<file path="config.mk">
export PLATFORM = sky130hd
export DESIGN_NAME = load_store_unit_flat
export DESIGN_NICKNAME = d
export VERILOG_FILES = /design/src/rtl/load_store_unit_if.sv /design/src/rtl/load_store_unit.sv /design/src/flat_wrapper.sv
export SDC_FILE = /design/constraint.sdc
export NUM_CORES = 1
export LEC_CHECK = 0
export CELL_PAD_IN_SITES_DETAIL_PLACEMENT = 1
export CELL_PAD_IN_SITES_GLOBAL_PLACEMENT = 2
export CORE_UTILIZATION = 31
export CTS_BUF_LIST = sky130_fd_sc_hd__clkbuf_2
export DETAILED_ROUTE_END_ITERATION = 8
export GPL_TIMING_DRIVEN = 0
export PLACE_DENSITY_LB_ADDON = 0.05
export SLEW_MARGIN = 0
export SYNTH_ARGS = -nofsm -noshare
export SYNTH_HDL_FRONTEND = slang
export SYNTH_SLANG_ARGS = --single-unit
</file>
<file path="constraint.sdc">
create_clock -name clk -period 28.2 [get_ports clk]
set_clock_uncertainty 0.15 [all_clocks]
set_input_delay 8.46 -clock clk [delete_from_list [all_inputs] [get_ports clk]]
set_output_delay 8.46 -clock clk [all_outputs]
set_load 0.02 [all_outputs]
</file>
<file path="src/rtl/load_store_unit_if.sv">
// rtl/load_store_unit_if.sv - valid/ready data bus between the load/store unit and memory.
interface load_store_unit_if;
    logic        bus_valid;
    logic        bus_we;
    logic [31:0] bus_addr;
    logic [3:0]  bus_wstrb;
    logic [31:0] bus_wdata;
    logic        bus_ready;
    logic [31:0] bus_rdata;

    modport master (
        output bus_valid, bus_we, bus_addr, bus_wstrb, bus_wdata,
        input  bus_ready, bus_rdata
    );

    modport slave (
        input  bus_valid, bus_we, bus_addr, bus_wstrb, bus_wdata,
        output bus_ready, bus_rdata
    );
endinterface

</file>
<file path="src/rtl/load_store_unit.sv">
// rtl/load_store_unit.sv - RV32 memory-stage load/store unit: one bus transaction per access.
// Optional misalignment faulting is enabled by defining LSU_MISALIGN_EN.
module load_store_unit #(
    parameter int unsigned TIMEOUT_CYCLES = 255
) (
    input  logic                     clk,
    input  logic                     reset,
    input  logic                     req_valid,
    input  logic                     req_write,
    input  logic [2:0]               funct3,
    input  logic [31:0]              addr,
    input  logic [31:0]              wdata,
    output logic                     stall,
    output logic                     done,
    output logic [31:0]              rdata,
    output logic                     fault,
    output logic [31:0]              fault_addr,
    load_store_unit_if.master        bus
);

    typedef enum logic [1:0] {S_IDLE, S_BUS, S_RESP} state_t;

    localparam logic [15:0] TIMEOUT_LIM = 16'(TIMEOUT_CYCLES);

    state_t      state_q, state_d;
    logic        bus_valid_q, bus_valid_d;
    logic        bus_we_q, bus_we_d;
    logic [31:0] bus_addr_q, bus_addr_d;
    logic [3:0]  bus_wstrb_q, bus_wstrb_d;
    logic [31:0] bus_wdata_q, bus_wdata_d;
    logic        done_q, done_d;
    logic        fault_q, fault_d;
    logic [31:0] rdata_q, rdata_d;
    logic [31:0] fault_addr_q, fault_addr_d;
    logic [31:0] addr_q, addr_d;
    logic [2:0]  funct3_q, funct3_d;
    logic [15:0] wait_q, wait_d;

    logic        is_byte, is_half, misaligned;
    logic [3:0]  req_strb;
    logic [31:0] req_wdata;
    logic [7:0]  ld_byte;
    logic [15:0] ld_half;
    logic [31:0] ld_data;

    always_comb begin
        is_byte = (funct3 == 3'b000) || (funct3 == 3'b100);
        is_half = (funct3 == 3'b001) || (funct3 == 3'b101);
`ifdef LSU_MISALIGN_EN
        misaligned = (is_half && addr[0]) || (!is_byte && !is_half && (addr[1:0] != 2'b00));
`else
        misaligned = 1'b0;
`endif
        if (is_byte) begin
            req_strb  = 4'b0001 << addr[1:0];
            req_wdata = {4{wdata[7:0]}};
        end else if (is_half) begin
            req_strb  = addr[1] ? 4'b1100 : 4'b0011;
            req_wdata = {2{wdata[15:0]}};
        end else begin
            req_strb  = 4'hF;
            req_wdata = wdata;
        end
    end

    // Extraction uses the captured request, since the pipeline inputs may move on after RESP.
    always_comb begin
        ld_byte = bus.bus_rdata[{addr_q[1:0], 3'b000} +: 8];
        ld_half = addr_q[1] ? bus.bus_rdata[31:16] : bus.bus_rdata[15:0];
        case (funct3_q)
            3'b000:  ld_data = {{24{ld_byte[7]}}, ld_byte};
            3'b100:  ld_data = {24'h0, ld_byte};
            3'b001:  ld_data = {{16{ld_half[15]}}, ld_half};
            3'b101:  ld_data = {16'h0, ld_half};
            default: ld_data = bus.bus_rdata;
        endcase
    end

    always_comb begin
        state_d      = state_q;
        bus_valid_d  = bus_valid_q;
        bus_we_d     = bus_we_q;
        bus_addr_d   = bus_addr_q;
        bus_wstrb_d  = bus_wstrb_q;
        bus_wdata_d  = bus_wdata_q;
        done_d       = 1'b0;
        fault_d      = 1'b0;
        rdata_d      = rdata_q;
        fault_addr_d = fault_addr_q;
        addr_d       = addr_q;
        funct3_d     = funct3_q;
        wait_d       = wait_q;
        case (state_q)
            S_IDLE: begin
                if (req_valid) begin
                    if (misaligned) begin
                        state_d      = S_RESP;
                        done_d       = 1'b1;
                        fault_d      = 1'b1;
                        rdata_d      = 32'h0;
                        fault_addr_d = addr;
                    end else begin
                        state_d     = S_BUS;
                        bus_valid_d = 1'b1;
                        bus_we_d    = req_write;
                        bus_addr_d  = {addr[31:2], 2'b00};
                        bus_wstrb_d = req_write ? req_strb : 4'h0;
                        bus_wdata_d = req_write ? req_wdata : 32'h0;
                        addr_d      = addr;
                        funct3_d    = funct3;
                        wait_d      = 16'h0;
                    end
                end
            end
            S_BUS: begin
                if (bus.bus_ready) begin
                    state_d     = S_RESP;
                    bus_valid_d = 1'b0;
                    done_d      = 1'b1;
                    rdata_d     = bus_we_q ? 32'h0 : ld_data;
                end else if ((TIMEOUT_LIM != 16'h0) && (wait_q == TIMEOUT_LIM)) begin
                    state_d      = S_RESP;
                    bus_valid_d  = 1'b0;
                    done_d       = 1'b1;
                    fault_d      = 1'b1;
                    rdata_d      = 32'h0;
                    fault_addr_d = addr_q;
                end else begin
                    wait_d = wait_q + 16'h1;
                end
            end
            S_RESP: begin
                state_d = S_IDLE;
            end
            default: begin
                state_d     = S_IDLE;
                bus_valid_d = 1'b0;
            end
        endcase
    end

    always_ff @(posedge clk or posedge reset) begin
        if (reset) begin
            state_q      <= S_IDLE;
            bus_valid_q  <= 1'b0;
            bus_we_q     <= 1'b0;
            bus_addr_q   <= 32'h0;
            bus_wstrb_q  <= 4'h0;
            bus_wdata_q  <= 32'h0;
            done_q       <= 1'b0;
            fault_q      <= 1'b0;
            rdata_q      <= 32'h0;
            fault_addr_q <= 32'h0;
            addr_q       <= 32'h0;
            funct3_q     <= 3'b000;
            wait_q       <= 16'h0;
        end else begin
            state_q      <= state_d;
            bus_valid_q  <= bus_valid_d;
            bus_we_q     <= bus_we_d;
            bus_addr_q   <= bus_addr_d;
            bus_wstrb_q  <= bus_wstrb_d;
            bus_wdata_q  <= bus_wdata_d;
            done_q       <= done_d;
            fault_q      <= fault_d;
            rdata_q      <= rdata_d;
            fault_addr_q <= fault_addr_d;
            addr_q       <= addr_d;
            funct3_q     <= funct3_d;
            wait_q       <= wait_d;
        end
    end

    assign stall         = req_valid && (state_q != S_RESP) && !reset;
    assign done          = done_q;
    assign fault         = fault_q;
    assign rdata         = rdata_q;
    assign fault_addr    = fault_addr_q;
    assign bus.bus_valid = bus_valid_q;
    assign bus.bus_we    = bus_we_q;
    assign bus.bus_addr  = bus_addr_q;
    assign bus.bus_wstrb = bus_wstrb_q;
    assign bus.bus_wdata = bus_wdata_q;

endmodule

</file>
<file path="src/flat_wrapper.sv">
// flat-port wrapper written by rule: the top's interface ports become plain ports
module load_store_unit_flat 
#(
    parameter int unsigned TIMEOUT_CYCLES = 255
)
  (clk, reset, req_valid, req_write, funct3, addr, wdata, stall, done, rdata, fault, fault_addr, bus_bus_valid, bus_bus_we, bus_bus_addr, bus_bus_wstrb, bus_bus_wdata, bus_bus_ready, bus_bus_rdata);
  load_store_unit_if bus_i ();
  input  logic clk;
  input  logic reset;
  input  logic req_valid;
  input  logic req_write;
  input  logic [2:0] funct3;
  input  logic [31:0] addr;
  input  logic [31:0] wdata;
  output logic stall;
  output logic done;
  output logic [31:0] rdata;
  output logic fault;
  output logic [31:0] fault_addr;
  output wire logic [$bits(bus_i.bus_valid)-1:0] bus_bus_valid;
  output wire logic [$bits(bus_i.bus_we)-1:0] bus_bus_we;
  output wire logic [$bits(bus_i.bus_addr)-1:0] bus_bus_addr;
  output wire logic [$bits(bus_i.bus_wstrb)-1:0] bus_bus_wstrb;
  output wire logic [$bits(bus_i.bus_wdata)-1:0] bus_bus_wdata;
  input wire logic [$bits(bus_i.bus_ready)-1:0] bus_bus_ready;
  input wire logic [$bits(bus_i.bus_rdata)-1:0] bus_bus_rdata;
  assign bus_bus_valid = bus_i.bus_valid;
  assign bus_bus_we = bus_i.bus_we;
  assign bus_bus_addr = bus_i.bus_addr;
  assign bus_bus_wstrb = bus_i.bus_wstrb;
  assign bus_bus_wdata = bus_i.bus_wdata;
  assign bus_i.bus_ready = bus_bus_ready;
  assign bus_i.bus_rdata = bus_bus_rdata;
  load_store_unit #(.TIMEOUT_CYCLES(TIMEOUT_CYCLES)) u_core (.clk(clk), .reset(reset), .req_valid(req_valid), .req_write(req_write), .funct3(funct3), .addr(addr), .wdata(wdata), .stall(stall), .done(done), .rdata(rdata), .fault(fault), .fault_addr(fault_addr), .bus(bus_i));
endmodule
</file>
Word level (Yosys, flattened, before mapping). Cells that the tools add are included.

RAM bits: 0. Memories kept: 0. ROM bits: 0. Output and inout bits: 137. Flip-flop bits (word level): 187. Bits in latches: 0.

Multiply operators: 0. $add $sub $neg: 1. Eq/ne operators: 14. Bitwise operators: 2. Mux-type cells: 29. Shift operators: 2. Reductions and logical operators: 16. $lt $le $gt $ge: 0. Divide/modulo/power cells: 0.

Operators by type and width (number): $mux W32 (6); $pmux W32 S4 (1); $mux W16 (4); $pmux W16 S2 (1); $shiftx A32 B6 Y8 (1); $add A16 B1 Y16 const B (1); $eq A16 B8 Y1 const B (1); $mux W4 (4); $eq A3 B3 Y1 const B (4); $mux W1 (8); $ne A2 B2 Y1 const B (4); $eq A3 B1 Y1 const B (2); $logic_not A3 Y1 (2); $mux W2 (3); $reduce_and A2 Y1 (3); $reduce_and A3 Y1 (2); $pmux W2 S2 (1); $reduce_and A4 Y1 (1); $reduce_bool A2 Y1 (2); $shl A1 B2 Y4 const A (1); $ne A3 B2 Y1 const B (1); $pmux W1 S3 (1); $eq A2 B1 Y1 const B (1); $eq A2 B2 Y1 const B (1); 5 further kinds (8).

Longest topological paths before layout. Gate-level depths: netlist of the first run.

Depth in word-level cells: 5. Mapped depth: 8. Depth with buffers taken out: 6.

Least setup slack after synthesis of the first run. No wires, ideal clock.

Path type: input -> output. Start: input reset. End: output stall. Arrival time: 12295 ps. Required time: 19590 ps. Stages: 2. Slack: 7295 ps. Path buffers: 0. Path through: inv_1 -> o211a_1.

Longest elaborated chain between the ends: 2.

Ends and longest elaborated chain: from (decl) (RTL line flat_wrapper.sv:9) `input logic reset;`; $logic_not A1 Y1 (no line); $logic_and A1 B1 Y1 (RTL line load_store_unit.sv:174) `assign stall = req_valid && (state_q != S_RESP) && !reset;`; to (decl) (RTL line flat_wrapper.sv:15) `output logic stall;`.

No other way between the ends.

Final worst setup path of the first run. Ends and elaborated chain as after synthesis.

==> results of run 1 <==
==> power groups by stage <==
stage | logic, mW | clock network (mW) | registers, mW
finish | 0.375 | 0.138 | 0.329
global route | 0.405 | 0.151 | 0.339
CTS | 0.380 | 0.143 | 0.330
detailed placement | 0.379 | 0 | 0.334
global placement | 0.372 | 0 | 0.330
floorplan | 0.159 | 0 | 0.370
==> registers in the layout (all words and copies together) (netlist names) <==
register and count:
u_core.done 1, u_core.funct3_q 3, u_core.bus.bus_we 1, u_core.fault 1, u_core.bus.bus_wstrb 4, u_core.addr_q 32, u_core.rdata 32, u_core.wait_q 16
u_core.fault_addr 32, u_core.bus.bus_wdata 32, u_core.state_q 2, u_core.bus.bus_valid 1
==> cell usage in the layout (no fill, tap or decap), types with 4 or more instances in the layout <==
master           synthesis  final
clkdlybuf4s50_1          0    237
dfrtp_1                157    157
nand2_1                154    154
o21ai_0                 46     46
mux2_2                  34     34
mux2i_1                 33     33
buf_4                   33     33
nor2_1                  32     32
a21oi_1                 25     25
clkbuf_1                21     21
clkbuf_2                 0     19
nand3_1                 17     17
inv_1                   18     17
a221o_1                 16     16
a22o_1                  10     10
buf_2                    9      9
o221ai_1                 7      7
o2bb2ai_1                6      6
or3_1                    6      6
nand2b_1                 5      5
o211ai_1                 5      5
buf_1                    4      4
buf_6                    4      4
==> path summary, 6_finish.rpt <==
path / slack [ns] / to / depth (start not counted)
max in group asynchronous: 19.02 / u_core.bus.bus_wstrb[0]$_DFFE_PP0P_ / 3
worst min-delay path: 0.37 / u_core.bus.bus_wdata[1]$_DFFE_PP0P_ / 2
worst max-delay path: 9.36 / stall / 4
worst min register to register: 0.37 / u_core.bus.bus_wdata[1]$_DFFE_PP0P_ / 2
min in group asynchronous: 7.95 / u_core.rdata[24]$_DFFE_PP0P_ / 2
worst max register to register: 25.75 / u_core.rdata[12]$_DFFE_PP0P_ / 8
==> critical path: stages <==
cell	delay [ns]
clkdlybuf4s50_1	0.49
inv_8	0.39
o211a_1	0.23
clkdlybuf4s50_1	0.61
==> routing by layer <==
metal	routed length (um)	global-route usage [%]	up-vias
li1	-	-	2894
met1	10580	26.53	3089
met2	11550	34.85	180
met3	1371	5.268	20
met4	302	5.524	0
met5	0	0	-
==> cell type report <==
type / count / share of cell area [%]
multi-input cells: 448 / 26.95
clock buffers: 19 / 0.9315
clock inverters: 13 / 1.606
plain buffers: 71 / 4.228
diodes: 1 / 0.02451
flip-flops and latches: 157 / 38.49
inverters: 19 / 0.7722
repair buffers: 238 / 23.51
well taps: 285 / 3.493
==> logic make-up (layout without fill, tap and decap cells) <==
group | after synthesis | after routing
other cells | 1 | 3
simple gates | 244 | 244
buf+inv | 90 | 360
compound gates | 132 | 132
xor+xnor | 1 | 1
mux | 68 | 68
fa+ha+maj | 1 | 1
flops | 157 | 157
==> metrics by stage <==
stage,total power [mW],cells,setup WS [ns]
final,0.8420,1251,9.362
after global routing,0.8955,1251,9.256
after CTS,0.8531,1250,9.316
after detailed placement,0.7128,1218,9.321
after global placement,0.7018,1217,4.909
after floorplan,0.5282,695,7.295
==> flow_summary.json, run 1 <==
{
  "cts_tree": "done",
  "ys_warn_count": 0,
  "combinationalPowerShare_pct": 44.5,
  "hold_viol_final": 0,
  "dieArea_um2": 23770,
  "dp_hpwl_um": 17910,
  "maxSlewHeadroom_pct": 40.72,
  "yosys-mux-area-fraction_pct": 10.25,
  "fin_crit_sh_pct": 66.80,
  "antenna_found_initial": 1,
  "final_max_slew_viol_count": 0,
  "synth_edf_count": 0,
  "ant_nets": 0,
  "ff_latch_area_um2": 3929,
  "gr-usage-all-layers_pct": 20.75,
  "path_class": "in2out",
  "cellPowerDensity_nw_per_um2": 82.48,
  "required_ns": 19.59,
  "cts_buffers": 17,
  "p_clk_share_pct": 16.4,
  "grt_max_degree": 95,
  "post-cts-setup-buffer-count": 0,
  "synthArstFlopShare_pct": 100.0,
  "min_from": "u_core.bus.bus_wdata[1]$_DFFE_PP0P_",
  "grt_pass1_vias": 6719,
  "peakVddDrop_mv": 0.03063,
  "synth_cell_type_count": 55,
  "start_util_pct": 31.61,
  "h-tree-depth": 4,
  "synth-seq-area-share_pct": 54.72,
  "cp_max_fo": 65,
  "nFillCells": 2536,
  "rows": 55,
  "routed_wirelength_um": 23800,
  "synth.top_cell.area_share_pct": 54.72,
  "cts_resized": 0,
  "maxCapViolations": 0,
  "final_util_pct": 44.95,
  "drt_iter0_markers": 179,
  "io_pins": 241,
  "grt-ovfl-total": 0,
  "detail_route.first_pass.iterations": 4,
  "worstHoldPathType": "reg2reg",
  "cts_root_buf": "clkbuf_2",
  "vias_per_cell": 4.942,
  "finalSetupTns_ns": 0,
  "synth_most_common_cell": "dfrtp_1",
  "timing.critical_path.arrival_ns": 10.23,
  "drcViolationCount": 0,
  "clkLatencyLatePin_ns": 0.74,
  "layout.nets": 1057,
  "synth.top_cells.by_count": "dfrtp_1, nand2_1, o21ai_0",
  "vias": 6183,
  "clk_path_buf_depth": 2,
  "die_h_um": 154.2,
  "leakagePower_nw": 4.677,
  "crit_start": "reset",
  "multi_input_comb_area_um2": 2751,
  "portBuffers": 237,
  "post-route-min-period_ns": 18.84,
  "drive_above_1_share_pct": 12.64,
  "intPower_mw": 0.5141,
  "synth.avg_cell_area_um2": 10.34,
  "synth_xor_area_share_pct": 0.1220,
  "synth_top_family_by_area": "simple AND/OR/NAND/NOR gates",
  "status": "finished, final reports clean",
  "syn_area_um2": 7179,
  "synth.largest_area_cell": "dfrtp_1",
  "crit_path_start_kind": "input pin",
  "yosys.area_share.simple_pct": 15.13,
  "worstReg2RegStart": "u_core.wait_q[0]$_DFFE_PP0P_",
  "max_freq_mhz": 53.08,
  "globalplace.congestion": 0.8328,
  "setup_viol_count_final": 0,
  "seqPwrFrac_pct": 39.1,
  "die_w_um": 154.2,
  "cts.sinks": 157,
  "finalHoldWorstSlack_ns": 0.3663,
  "final_area_um2": 10210,
  "synth-seq-cells": 157,
  "sw_frac_of_total_pct": 38.95,
  "syn2layout_area_growth_pct": 42.19,
  "rsz0062_at_grt": "false",
  "synth.area.top_cells": "dfrtp_1, nand2_1, mux2_2",
  "synth-main-ff-cell": "dfrtp_1",
  "synthCells": 694,
  "cts_hold_buf": 0,
  "clkTransAtPathRegs_ns": 0.26,
  "synth_compound_area_share_pct": 12.55,
  "end_kind": "output pin",
  "yosys.area_share.adder_pct": 0.1743,
  "core_um2": 22710,
  "tightest_slew_ns": 0.8860,
  "wl_per_cell_um": 19.02,
  "post_dp_cell_area_um2": 9947,
  "power_switching_mw": 0.3279,
  "grt_pass1_wl_um": 38210
}
No activity file was read; power rests on OpenSTA's default activity.
==> run 2, diff against run 1 <==
--- a/config.mk
+++ b/config.mk
@@ -7,7 +7,7 @@
 export LEC_CHECK = 0
 export CELL_PAD_IN_SITES_DETAIL_PLACEMENT = 1
 export CELL_PAD_IN_SITES_GLOBAL_PLACEMENT = 2
-export CORE_UTILIZATION = 31
+export CORE_UTILIZATION = 29
 export CTS_BUF_LIST = sky130_fd_sc_hd__clkbuf_2
 export DETAILED_ROUTE_END_ITERATION = 8
 export GPL_TIMING_DRIVEN = 0
==> constraint.sdc (replaced) <==
create_clock -name clk -period 18.2 [get_ports clk]
set_clock_uncertainty 0.15 [all_clocks]
set_input_delay 5.46 -clock clk [delete_from_list [all_inputs] [get_ports clk]]
set_output_delay 5.46 -clock clk [all_outputs]
set_load 0.02 [all_outputs]
==> flow_summary.json, run 2 (synthesis gave the netlist of run 1 again) <==
{
  "cts_resized": 0,
  "vias_per_cell": 4.783,
  "p_clk_share_pct": 14.4,
  "crit_path_start_kind": "input pin",
  "gr-usage-all-layers_pct": 19.71,
  "status": "finished, final reports clean",
  "portBuffers": 237,
  "finalSetupTns_ns": 0,
  "grt_pass1_vias": 6715,
  "clk_path_buf_depth": 2,
  "intPower_mw": 0.7677,
  "finalHoldWorstSlack_ns": 0.3573,
  "grt_max_degree": 83,
  "rsz0062_at_grt": "false",
  "clkLatencyLatePin_ns": 0.73,
  "worstHoldPathType": "reg2reg",
  "layout.nets": 1057,
  "clkTransAtPathRegs_ns": 0.22,
  "dp_hpwl_um": 18380,
  "cts_tree": "done",
  "final_max_slew_viol_count": 0,
  "layout_common_cells": "clkdlybuf4s50_1, dfrtp_1, nand2_1",
  "routed_wirelength_um": 24430,
  "seqPwrFrac_pct": 39.9,
  "die_w_um": 159.3,
  "hold_viol_final": 0,
  "cp_max_fo": 82,
  "cts_buffers": 17,
  "grt-ovfl-total": 0,
  "timing.critical_path.arrival_ns": 7.70,
  "setup_viol_count_final": 0,
  "core_um2": 24320,
  "vias": 6179,
  "cts_hold_buf": 0,
  "fin_crit_sh_pct": 73.13,
  "antenna_found_initial": 3,
  "power_switching_mw": 0.5099,
  "grt_pass1_wl_um": 38560,
  "start_util_pct": 29.52,
  "path_class": "in2out",
  "maxCapViolations": 0,
  "sw_frac_of_total_pct": 39.91,
  "nFillCells": 2761,
  "leakagePower_nw": 4.652,
  "multi_input_comb_area_um2": 2751,
  "detail_route.first_pass.iterations": 4,
  "drcViolationCount": 0,
  "final_common_cell": "clkdlybuf4s50_1",
  "max_freq_mhz": 75.14,
  "cts_root_buf": "clkbuf_2",
  "ant_nets": 0,
  "drt_iter0_markers": 298,
  "cellPowerDensity_nw_per_um2": 125.1,
  "rows": 57,
  "maxSlewHeadroom_pct": 36.31,
  "globalplace.congestion": 0.7992,
  "wl_per_cell_um": 18.91,
  "place_ws_ns": 4.811,
  "post-cts-setup-buffer-count": 0,
  "io_pins": 241,
  "post-route-min-period_ns": 13.31,
  "drive_above_1_share_pct": 12.64,
  "required_ns": 12.59,
  "end_kind": "output pin",
  "tightest_slew_ns": 0.9518,
  "h-tree-depth": 4,
  "syn2layout_area_growth_pct": 42.28,
  "die_h_um": 159.3,
  "cts.sinks": 157,
  "combinationalPowerShare_pct": 45.8,
  "dieArea_um2": 25390,
  "ff_latch_area_um2": 3929,
  "fin_ws_ns": 4.891,
  "peakVddDrop_mv": 0.04480
}
[run 2: stage by stage]
stage	cells	area, um2	total power [mW]	util, %
final	1292	10210	1.278	42.00
after CTS	1289	10210	1.299	41.97
after global routing	1292	10210	1.357	42.00
after detailed placement	1257	9996	1.109	41.10
after global placement	1256	9961	1.090	40.96
after floorplan	695	7183	0.8185	-
[run 2: final cells by class]
type / instances / area share [%]
antenna: 3 / 0.07349
buffer: 71 / 4.226
clock buffer: 18 / 0.8819
clock inverter: 14 / 1.188
inverter: 19 / 0.7717
multi-input combinational: 448 / 26.94
sequential: 157 / 38.46
tap: 324 / 3.969
timing repair buffer: 238 / 23.49
[run 2: power groups by stage]
stage / Clock, mW / Sequential (mW) / Combinational, mW
final: 0.184 / 0.509 / 0.585
after global routing: 0.208 / 0.524 / 0.626
after CTS: 0.194 / 0.511 / 0.593
after detailed placement: 0 / 0.518 / 0.591
after global placement: 0 / 0.512 / 0.578
after floorplan: 0 / 0.573 / 0.246
[run 2: worst max-delay path: stages]
cell and delay (ns):
clkdlybuf4s50_1 0.50, inv_8 0.43, buf_16 0.40, o211a_1 0.22, clkdlybuf4s50_1 0.60
[run 2: worst paths after layout]
kind | depth (start not counted) | from | slack, ns | to
worst min register to register | 2 | u_core.bus.bus_wdata[6]$_DFFE_PP0P_ | 0.36 | u_core.bus.bus_wdata[6]$_DFFE_PP0P_
worst min-delay path | 2 | u_core.bus.bus_wdata[6]$_DFFE_PP0P_ | 0.36 | u_core.bus.bus_wdata[6]$_DFFE_PP0P_
min in group asynchronous | 2 | reset | 5.01 | u_core.addr_q[8]$_DFFE_PP0P_
worst max-delay path | 5 | reset | 4.89 | stall
max in group asynchronous | 3 | reset | 12.06 | u_core.bus.bus_wdata[14]$_DFFE_PP0P_
worst max register to register | 7 | u_core.wait_q[0]$_DFFE_PP0P_ | 15.84 | u_core.rdata[10]$_DFFE_PP0P_
[run 2: routing by layer]
metal	GRT usage [%]	wire length (um)	vias to the layer above
met1	25.28	11040	3086
met3	5.574	1388	21
met2	32.48	11700	180
li1	-	-	2888
met5	0	22	-
met4	5.463	276	4
==> run 3, diff against run 2 <==
--- a/config.mk
+++ b/config.mk
@@ -7,7 +7,7 @@
 export LEC_CHECK = 0
 export CELL_PAD_IN_SITES_DETAIL_PLACEMENT = 1
 export CELL_PAD_IN_SITES_GLOBAL_PLACEMENT = 2
-export CORE_UTILIZATION = 29
+export CORE_UTILIZATION = 26
 export CTS_BUF_LIST = sky130_fd_sc_hd__clkbuf_2
 export DETAILED_ROUTE_END_ITERATION = 8
 export GPL_TIMING_DRIVEN = 0
==> constraint.sdc (replaced) <==
create_clock -name clk -period 11.49 [get_ports clk]
set_clock_uncertainty 0.15 [all_clocks]
set_input_delay 3.447 -clock clk [delete_from_list [all_inputs] [get_ports clk]]
set_output_delay 3.447 -clock clk [all_outputs]
set_load 0.02 [all_outputs]
==> flow_summary.json, run 3 (synthesis gave the netlist of run 1 again) <==
{
  "status": "finished, final reports clean",
  "cts_resized": 0,
  "grt-ovfl-total": 0,
  "worstHoldPathType": "reg2reg",
  "path_class": "in2out",
  "max_freq_mhz": 114.8,
  "hold_viol_final": 0,
  "final_area_um2": 10220,
  "final_util_pct": 37.81,
  "critPathMaxStageDelay_ns": 0.60,
  "vias": 6153,
  "clk_path_buf_depth": 2,
  "cts_buffers": 17,
  "drt_iter0_markers": 222,
  "setup_viol_count_final": 0,
  "tightest_slew_ns": 0.8868,
  "fin_ws_ns": 2.777,
  "maxSlewHeadroom_pct": 40.66,
  "grt_max_degree": 111,
  "cpMostUsedCell": "clkdlybuf4s50_1",
  "crit_path_top_delay_cell": "clkdlybuf4s50_1",
  "drcViolationCount": 0,
  "combinationalPowerShare_pct": 45.8,
  "vias_per_cell": 4.708,
  "cts.sinks": 157,
  "io_pins": 241,
  "clkLatencyLatePin_ns": 0.73,
  "reg2reg_slack_ns": 9.04,
  "clkTransAtPathRegs_ns": 0.26,
  "layout_common_cells": "clkdlybuf4s50_1, dfrtp_1, nand2_1",
  "final_max_slew_viol_count": 0,
  "ant_nets": 0,
  "post-route-min-period_ns": 8.713,
  "cp_max_fo": 49,
  "post-cts-setup-buffer-count": 0,
  "grt_pass1_wl_um": 38990,
  "layout.nets": 1057,
  "start_util_pct": 26.56,
  "cellPowerDensity_nw_per_um2": 197.3,
  "sw_frac_of_total_pct": 40.61,
  "die_h_um": 168.2,
  "crit_start": "reset",
  "syn2layout_area_growth_pct": 42.33,
  "rows": 60,
  "dieArea_um2": 28280,
  "cts_root_buf": "clkbuf_2",
  "seqPwrFrac_pct": 40.1,
  "reg2reg_depth": 6,
  "ff_latch_area_um2": 3929,
  "end_kind": "output pin",
  "fin_crit_sh_pct": 75.83,
  "die_w_um": 168.2,
  "power_switching_mw": 0.8187,
  "finalHoldWorstSlack_ns": 0.3654,
  "peakVddDrop_mv": 0.05553,
  "wl_per_cell_um": 19.02,
  "drive_above_1_share_pct": 12.64,
  "worstReg2RegStart": "u_core.state_q[0]$_DFFE_PP0P_",
  "required_ns": 7.89,
  "r2r-end": "u_core.addr_q[17]$_DFFE_PP0P_",
  "dp_hpwl_um": 18740,
  "timing.critical_path.arrival_ns": 5.12,
  "grt_pass1_vias": 6648,
  "h-tree-depth": 4,
  "intPower_mw": 1.197,
  "final_common_cell": "clkdlybuf4s50_1",
  "cts_hold_buf": 0,
  "detail_route.first_pass.iterations": 4,
  "antenna_found_initial": 1,
  "maxCapViolations": 0,
  "portBuffers": 237,
  "path_cells": "clkdlybuf4s50_1, inv_8, o211a_1, clkdlybuf4s50_1",
  "multi_input_comb_area_um2": 2751,
  "cts_tree": "done",
  "routed_wirelength_um": 24850,
  "core_um2": 27030,
  "crit_path_start_kind": "input pin",
  "globalplace.congestion": 0.8034,
  "nFillCells": 3032,
  "rsz0062_at_grt": "false",
  "post_dp_cell_area_um2": 10020,
  "crit_end": "stall",
  "gr-usage-all-layers_pct": 18.01,
  "leakagePower_nw": 4.648,
  "place_ws_ns": 2.737,
  "finalSetupTns_ns": 0,
  "p_clk_share_pct": 14.1
}
## run 3: stage by stage
stage	power (mW)	cells
finish	2.016	1307
floorplan	1.296	695
global route	2.153	1307
global placement	1.733	1273
CTS	2.051	1306
detailed placement	1.756	1274
## run 3: power by group through the flow
stage / registers [mW] / logic (mW) / clock network (mW)
5_1_grt: 0.831 / 0.998 / 0.323
6_report: 0.808 / 0.924 / 0.285
4_1_cts: 0.811 / 0.938 / 0.302
3_3_place_gp: 0.812 / 0.921 / 0
3_5_place_dp: 0.821 / 0.935 / 0
2_1_floorplan: 0.907 / 0.389 / 0
## run 3: layout make-up
class                   count  area share (%)
diodes                      1         0.02449
inverters                  19          0.7714
well taps                 341           4.175
plain buffers              71           4.224
multi-input cells         448           26.93
clock inverters            15           1.114
clock buffers              17          0.8326
flip-flops and latches    157           38.45
repair buffers            238           23.48
## run 3: per-layer routing
metal	vias to the layer above	wire (um)	GRT usage (%)
li1	2897	-	-
met1	3077	11270	23.56
met2	168	11960	30.05
met3	11	1424	4.466
met4	0	199	3.953
met5	-	0	0
## run 3: how the worst min path moves through the flow
stage	start	to	slack (ns)	cells after the start
2_1_floorplan	u_core.addr_q[10]$_DFFE_PP0P_	u_core.addr_q[10]$_DFFE_PP0P_	0.32	2
3_3_place_gp	u_core.bus.bus_wdata[5]$_DFFE_PP0P_	u_core.bus.bus_wdata[5]$_DFFE_PP0P_	0.30	2
3_5_place_dp	u_core.bus.bus_wdata[4]$_DFFE_PP0P_	u_core.bus.bus_wdata[4]$_DFFE_PP0P_	0.31	2
4_1_cts	u_core.bus.bus_wdata[4]$_DFFE_PP0P_	u_core.bus.bus_wdata[4]$_DFFE_PP0P_	0.37	2
5_1_grt	u_core.rdata[8]$_DFFE_PP0P_	u_core.rdata[8]$_DFFE_PP0P_	0.39	1
6_report	u_core.bus.bus_wdata[4]$_DFFE_PP0P_	u_core.bus.bus_wdata[4]$_DFFE_PP0P_	0.37	2
## run 3: worst max-delay path, delay by kind of cell
family / cells / cell delay [ns]
buffers and inverters: 3 / 1.41
AOI/OAI and AO/OA: 1 / 0.21
